### src/rtl/bp_be_fe_queue_buffer_pkg.sv
// Shared defaults and elaboration helpers for the FE->BE issue queue buffer.
package bp_be_fe_queue_buffer_pkg;

  localparam int unsigned fe_queue_width_default = 128;
  localparam int unsigned els_default            = 16;

  // True when n is a power of two no smaller than 2.
  function automatic bit is_pow2(input int unsigned n);
    return (n >= 2) && ((n & (n - 1)) == 0);
  endfunction

endpackage

### src/rtl/bsg_mem_1r1w.sv
// One-write, one-read register file with a combinational read port; contents are not reset.
module bsg_mem_1r1w #(
  parameter int unsigned width_p                = 8,
  parameter int unsigned els_p                  = 4,
  parameter int unsigned read_write_same_addr_p = 0,
  localparam int unsigned addr_width_lp         = $clog2(els_p)
) (
  input  logic                     w_clk_i,
  input  logic                     w_v_i,
  input  logic [addr_width_lp-1:0] w_addr_i,
  input  logic [width_p-1:0]       w_data_i,
  input  logic                     r_v_i,
  input  logic [addr_width_lp-1:0] r_addr_i,
  output logic [width_p-1:0]       r_data_o
);

  logic [width_p-1:0] mem [els_p];

  always_ff @(posedge w_clk_i) begin
    if (w_v_i) mem[w_addr_i] <= w_data_i;
  end

  assign r_data_o = mem[r_addr_i];

  // A same-entry read and write in one cycle is only allowed when the parameter permits it.
  always_ff @(posedge w_clk_i) begin
    if (read_write_same_addr_p == 0 && r_v_i && w_v_i)
      assert (r_addr_i != w_addr_i);
  end

endmodule

### src/rtl/bp_be_fe_queue_buffer.sv
// Circular FE->BE packet buffer with a checkpoint pointer for replay after rollback and a full flush.
module bp_be_fe_queue_buffer
  import bp_be_fe_queue_buffer_pkg::*;
#(
  parameter int unsigned fe_queue_width_p = fe_queue_width_default,
  parameter int unsigned els_p            = els_default
) (
  input  logic                        clk_i,
  input  logic                        reset_i,
  input  logic [fe_queue_width_p-1:0] fe_queue_i,
  input  logic                        fe_queue_v_i,
  output logic                        fe_queue_ready_o,
  output logic [fe_queue_width_p-1:0] issue_pkt_o,
  output logic                        issue_v_o,
  input  logic                        issue_yumi_i,
  input  logic                        inc_v_i,
  input  logic                        roll_v_i,
  input  logic                        clr_v_i,
  output logic                        empty_o,
  output logic                        full_o
);

  localparam int unsigned ptr_width_lp  = $clog2(els_p) + 1;
  localparam int unsigned addr_width_lp = ptr_width_lp - 1;

  logic [ptr_width_lp-1:0] wptr, rptr, cptr;
  logic [ptr_width_lp-1:0] wptr_n, rptr_n, cptr_n;
  logic enq, deq, inc, full;

  // Full when write and checkpoint index the same slot one lap apart.
  assign full = (wptr[addr_width_lp-1:0] == cptr[addr_width_lp-1:0])
              && (wptr[ptr_width_lp-1] != cptr[ptr_width_lp-1]);

  assign full_o           = full;
  assign empty_o          = (wptr == cptr);
  assign issue_v_o        = (rptr != wptr);
  assign fe_queue_ready_o = reset_i & ~full & ~clr_v_i;

  assign enq = fe_queue_v_i & fe_queue_ready_o;
  assign deq = issue_yumi_i & issue_v_o;
  assign inc = inc_v_i & (cptr != rptr);

  // Clear beats roll beats normal traffic; roll lands on the post-commit checkpoint.
  always_comb begin
    wptr_n = wptr;
    rptr_n = rptr;
    cptr_n = cptr;
    if (clr_v_i) begin
      rptr_n = wptr;
      cptr_n = wptr;
    end else begin
      wptr_n = wptr + ptr_width_lp'(enq);
      cptr_n = cptr + ptr_width_lp'(inc);
      if (roll_v_i) rptr_n = cptr_n;
      else          rptr_n = rptr + ptr_width_lp'(deq);
    end
  end

  always_ff @(posedge clk_i or negedge reset_i) begin
    if (!reset_i) begin
      wptr <= '0;
      rptr <= '0;
      cptr <= '0;
    end else begin
      wptr <= wptr_n;
      rptr <= rptr_n;
      cptr <= cptr_n;
    end
  end

  bsg_mem_1r1w #(
    .width_p               (fe_queue_width_p),
    .els_p                 (els_p),
    .read_write_same_addr_p(0)
  ) mem (
    .w_clk_i (clk_i),
    .w_v_i   (enq),
    .w_addr_i(wptr[addr_width_lp-1:0]),
    .w_data_i(fe_queue_i),
    .r_v_i   (issue_v_o),
    .r_addr_i(rptr[addr_width_lp-1:0]),
    .r_data_o(issue_pkt_o)
  );

  // Sizing and protocol checks for simulation.
  always_ff @(posedge clk_i) begin
    if (reset_i) begin
      assert (is_pow2(els_p));
      if (inc_v_i && !clr_v_i) assert (cptr != rptr);
      if (issue_yumi_i) assert (issue_v_o);
    end
  end

endmodule

### config.mk
export PLATFORM = sky130hd
export DESIGN_NAME = bp_be_fe_queue_buffer
export DESIGN_NICKNAME = d
export VERILOG_FILES = /design/src/rtl/bp_be_fe_queue_buffer_pkg.sv /design/src/rtl/bsg_mem_1r1w.sv /design/src/rtl/bp_be_fe_queue_buffer.sv
export SDC_FILE = /design/constraint.sdc
export NUM_CORES = 1
export LEC_CHECK = 0
export BUFFER_PORTS_ARGS = -buffer_cell sky130_fd_sc_hd__buf_2
export CORE_MARGIN = 2
export CORE_UTILIZATION = 56
export CTS_BUF_LIST = sky130_fd_sc_hd__clkbuf_16
export DETAILED_ROUTE_END_ITERATION = 16
export PLACE_DENSITY = 0.7
export SYNTH_ARGS = -nofsm -noshare
export SYNTH_HDL_FRONTEND = slang
export SYNTH_SLANG_ARGS = --single-unit
export TNS_END_PERCENT = 5
### constraint.sdc
create_clock -name clk_i -period 19.2 [get_ports clk_i]
set_input_delay 2.88 -clock clk_i [delete_from_list [all_inputs] [get_ports clk_i]]
set_output_delay 2.88 -clock clk_i [all_outputs]
set_load 0.05 [all_outputs]
## Yosys cells after proc, flatten, opt, wreduce, memory -nomap -nowiden

Memories as Yosys holds them, arrays and structs flattened.
Cells that the tools add are included.

- Output and inout bits: 132
- Bits in registers: 15
- Input port bits: 135
- Memories kept: 1
- Memory bits (writable): 2048

Memory list:

| name | depth | bits a word | rd ports | clocked after Yosys merged registers in | write ports | line | text |
|---|---|---|---|---|---|---|---|
| mem.mem | 16 | 128 | 1 | 0 | 1 | bsg_mem_1r1w.sv:17 | `logic [width_p-1:0] mem [els_p];` |

- Bitwise operators: 7
- Reduce and logical (&&, ||, !) cells: 1
- Add/sub/neg operators: 3
- Muxes and demuxes: 5
- Equality and inequality tests: 5

Operator list:

| operator | number |
|---|---|
| adder 5 x 1 -> 5 bit | 3 |
| 2-to-1 mux 5 bit | 3 |
| != test 5 bit | 2 |
| bitwise AND 1 bit | 5 |
| == test 5 bit | 1 |
| == test 4 bit | 1 |
| 2-to-1 mux 1 bit | 2 |
| NOT 1 bit | 2 |
| logical AND 1 bit | 1 |
| != test 1 bit | 1 |

## Logic depth before layout (Yosys ltp)

- Depth after elaboration: 8
- Depth in mapped cells: 13
- Depth with buffers taken out: 10

## By module

A second synthesis with hierarchy kept.

- Cells, all modules: 3333
- Area total of the unflattened synthesis: 77919.7 um2

By module, submodules not included:

| module | instances | sequential area each (um2) | area each (um2) | cells each |
|---|---|---|---|---|
| bsg_mem_1r1w | 1 | 61499.0 | 76882.5 | 3229 |
| bp_be_fe_queue_buffer | 1 | 375.4 | 1037.2 | 104 |

## Least setup slack after synthesis

OpenSTA, ideal clock, no wires.

- Path kind: input to register
- Start: input clr_v_i
- End: memory mem.mem[12][0] (netlist name) (enable)
- Stages: 3
- Path buffers: 0
- Data arrival time: 16.337 ns
- Path slack: 1.888 ns
- Cell sequence: inv_1 > o2111ai_2 > nor4b_1

- Word-level cells in the longest chain between the ends: 5

Ends and longest elaborated chain:

| element | line | text |
|---|---|---|
| from (decl) | bp_be_fe_queue_buffer.sv:18 | `input logic clr_v_i,` |
| NOT 1 bit | bp_be_fe_queue_buffer.sv:37 | `assign fe_queue_ready_o = reset_i & ~full & ~clr_v_i;` |
| bitwise AND 1 bit | bp_be_fe_queue_buffer.sv:37 |  |
| bitwise AND 1 bit | bp_be_fe_queue_buffer.sv:39 | `assign enq = fe_queue_v_i & fe_queue_ready_o;` |
| 2-to-1 mux 1 bit | bsg_mem_1r1w.sv:20 | `if (w_v_i) mem[w_addr_i] <= w_data_i;` |
| 2-to-1 mux 1 bit (implied by the code) | bsg_mem_1r1w.sv:20 |  |
| to (decl) | bsg_mem_1r1w.sv:17 |  |

Every way passes these cells.

## Worst setup path in the final report

- Start: register rptr[0]
- End: output issue_pkt_o[55]

- Word-level cells in the longest chain between the ends: 1

Ends and longest elaborated chain:

| element | line | text |
|---|---|---|
| from (decl) | bp_be_fe_queue_buffer.sv:26 | `logic [ptr_width_lp-1:0] wptr, rptr, cptr;` |
| from (signal assigned) | bp_be_fe_queue_buffer.sv:66 | `rptr <= rptr_n;` |
| memory (16 x 128 bit) | - |  |
| to (decl) | bp_be_fe_queue_buffer.sv:13 | `output logic [fe_queue_width_p-1:0] issue_pkt_o,` |

Every way passes these cells.

==> flow_summary_export.csv <==
group,metric,value,unit
route,route.detailed.drc,0,
power_and_ir_drop,internal_power,8.28,mW
setup_path,setup.worst_path.end_class,"output port",
final_layout,nFillCells,9251,
timing,rsz0062_at_grt,"no",
clock_tree,clk_pin_slew_worst_paths,0.06,ns
timing,fin_setup_tns,0,ns
floorplan,io_pins,267,
placed_design,hpwlAfterDp,86800,um
floorplan,rows,137,
run,maxCapViolCount,0,
timing,setup_viol,0,
grt,grt_start_max_net_pins,148,
setup_path,crit_chain,"buf_12 > buf_4 > buf_4 > buf_4 > mux4_2 > a32oi_1 > o21ai_1 > buf_2",
worst_hold_path,holdPathStages,1,
setup_path,reg2reg_depth,7,
final_layout,drive_above_1_share,0.252,
route,viasPerCell,6.41,
clock_tree,hold_buffers,0,
worst_hold_path,hp-class,"flop to flop",
placed_design,io_buffers,266,
floorplan,dieArea,144000,um2
logic_synthesis,ys_ff_latch,2063,
logic_synthesis,synth-seq-area-share,0.784,
setup_path,path_buf_inv,5,
clock_tree,ctsRootBufferMaster,"clkbuf_16",
setup_path,crit_type,"flop to output port",
route,drt_iter0_markers,4146,
logic_synthesis,synth_edf_count,2048,
logic_synthesis,synthMostInstantiatedCell,"edfxtp_1",
power_and_ir_drop,peakVddDrop,0.000112,V
setup_path,startpoint_type,"flop",
setup_path,crit_top_cell,"buf_4",
logic_synthesis,synth_warnings,0,
clock_tree,cts_resized,0,
clock_tree,cts_sinks,2063,
setup_path,critical_path.max_fanout,100,
route,routed_wl,180000,um
power_and_ir_drop,pwr_density_cell,138,nW/um2
final_layout,seq_area,61900,um2
power_and_ir_drop,p_seq_frac,0.416,
status,outcome,"finished clean",
logic_synthesis,yosys-top-cells-count,"2048 x edfxtp_1, 388 x mux2i_1, 384 x mux4_2",
clock_tree,cts_tree,"built",
logic_synthesis,async_reset_ff_frac,0.00727,
setup_path,slowest_stage,"dfrtp_4",
clock_tree,cts_buffer_depth,3,
final_layout,syn_to_final_growth,12.0,%
grt,grt_first_pass_wirelength,260000,um
timing,slew_headroom,0.208,
timing,worst_pin_slew,1.19,ns
timing,report.final.slew_viol_count,0,
logic_synthesis,synth_flop_cell,"edfxtp_1",
grt,grt_overflow,0,
placed_design,gp_congestion,0.726,
logic_synthesis,postSynthAreaPerCell,22.4,um2
route,vias,37858,
setup_path,cpPeakStageDelay,0.94,ns
clock_tree,h-tree-depth,4,
floorplan,die_y,379,um
logic_synthesis,synth_cell_types,34,
setup_path,crit_cells,8,
power_and_ir_drop,p_sw_frac,0.323,
setup_path,timing.critical_path.max_delay_family,"buffers and inverters",
logic_synthesis,netlist_top_cells_area,"edfxtp_1 78%, mux4_2 11%, mux2i_1 4.9%",
timing,hold_slack,0.600,ns
grt,grt_pass1_vias,38556,
timing,finalHoldViolCount,0,
power_and_ir_drop,p_leak,27.4,nW
clock_tree,cts_buffers,199,
power_and_ir_drop,p_switching,3.94,mW
final_layout,fin_nets,4000,
route,drt_pass1_iterations,5,
logic_synthesis,synth_cells,3529,
timing,fin_crit,9.35,ns
clock_tree,clock_latency,0.82,ns
power_and_ir_drop,combPwrFrac,0.285,
route,wl_per_cell,30.5,um
logic_synthesis,syn_area,78900,um2
floorplan,core,140000,um2
final_layout,postLayoutCoreUtil,0.633,
setup_path,crit_required,16.32,ns
timing,timing.final.crit_share,0.487,
floorplan,die_width,379,um
grt,grtUsageTotal,0.254,
logic_synthesis,yosysTopAreaCell,"edfxtp_1",
logic_synthesis,synth_nets,3670,
floorplan,start_util,0.565,
power_and_ir_drop,total_power,12.2,mW
power_and_ir_drop,power.share.clock,0.299,
timing,clock_skew,0.0249,ns
logic_synthesis,synth_top_cell_area_share,0.779,
final_layout,multi_input_area,16000,um2
setup_path,cp.arrival,6.47,ns
clock_tree,post_cts_buffers,0,
grt,antenna_found_initial,46,
timing,fmax,107,MHz
route,ant_nets,0,
## cell usage in the layout (no fill, tap or decap), types with 12 or more instances in the layout
cell type  netlist  final
clkinv_1         0     50
mux4_2         384    384
a32oi_1        128    128
o21ai_1        128    128
buf_4           26     67
edfxtp_1      2048   2048
a22oi_1        128    128
inv_1            8     60
xnor2_1         17     17
clkbuf_16        0    206
mux2i_1        388    388
clkinv_2         0     33
buf_2           87    266
dfrtp_1         15     12
## power groups by stage
stage	combinational (mW)	clock [mW]	sequential, mW
CTS	3.51	3.72	5.09
finish	3.48	3.66	5.09
global placement	3.48	0	5.18
detailed placement	3.50	0	5.18
global route	3.68	3.89	5.09
floorplan	2.69	0	5.15
## area by class of cell
type / count / area share
Inverter: 8 / 0.000425
Sequential cell: 2063 / 0.700
Timing Repair Buffer: 340 / 0.0223
Clock inverter: 160 / 0.0111
Multi-Input combinational cell: 1247 / 0.181
Tap cell: 1876 / 0.0265
Antenna cell: 9 / 0.000255
Clock buffer: 206 / 0.0583
## final timing paths
| path | start | to | slack [ns] |
|---|---|---|---|
| min in group asynchronous | reset_i | rptr[4]$_DFF_PN0_ | 1.99 |
| worst max-delay path | rptr[0]$_DFF_PN0_ | issue_pkt_o[55] | 9.85 |
| worst max register to register | wptr[2]$_DFFE_PN0N_ | mem.mem[12][83]$_DFFE_PP_ | 14.12 |
| worst min register to register | wptr[4]$_DFFE_PN0N_ | wptr[4]$_DFFE_PN0N_ | 0.60 |
| worst min-delay path | wptr[4]$_DFFE_PN0N_ | wptr[4]$_DFFE_PN0N_ | 0.60 |
| max in group asynchronous | reset_i | rptr[0]$_DFF_PN0_ | 16.89 |
## metal layers
metal | global-route usage | part of all wire
met5 | 0 | 0.0018
met3 | 0.0640 | 0.089
met2 | 0.399 | 0.48
met1 | 0.360 | 0.41
met4 | 0.0648 | 0.022
## logic make-up after synthesis
group           count (synthesis)  share of synthesized area
flops                        2063                      0.784
mux                           775                      0.159
compound gates                396                     0.0354
buf+inv                       219                     0.0148
simple gates                   46                    0.00319
xor+xnor                       24                    0.00266
fa+ha+maj                       6                   0.000951
## registers in the layout, indices dropped and copies added (netlist names)
register,flops
mem.mem,2048
cptr,5
rptr,5
wptr,5
## through the flow
stage          std cells  instance area [um2]  setup slack (ns)
2_1_floorplan       3529                78900              1.89
3_3_place_gp        5534                82300             10.45
3_5_place_dp        5534                82300             10.42
4_1_cts             5900                88400              9.52
5_1_grt             5904                88400              9.18
6_report            5909                88400              9.85
(Power assumes the default switching activity.)
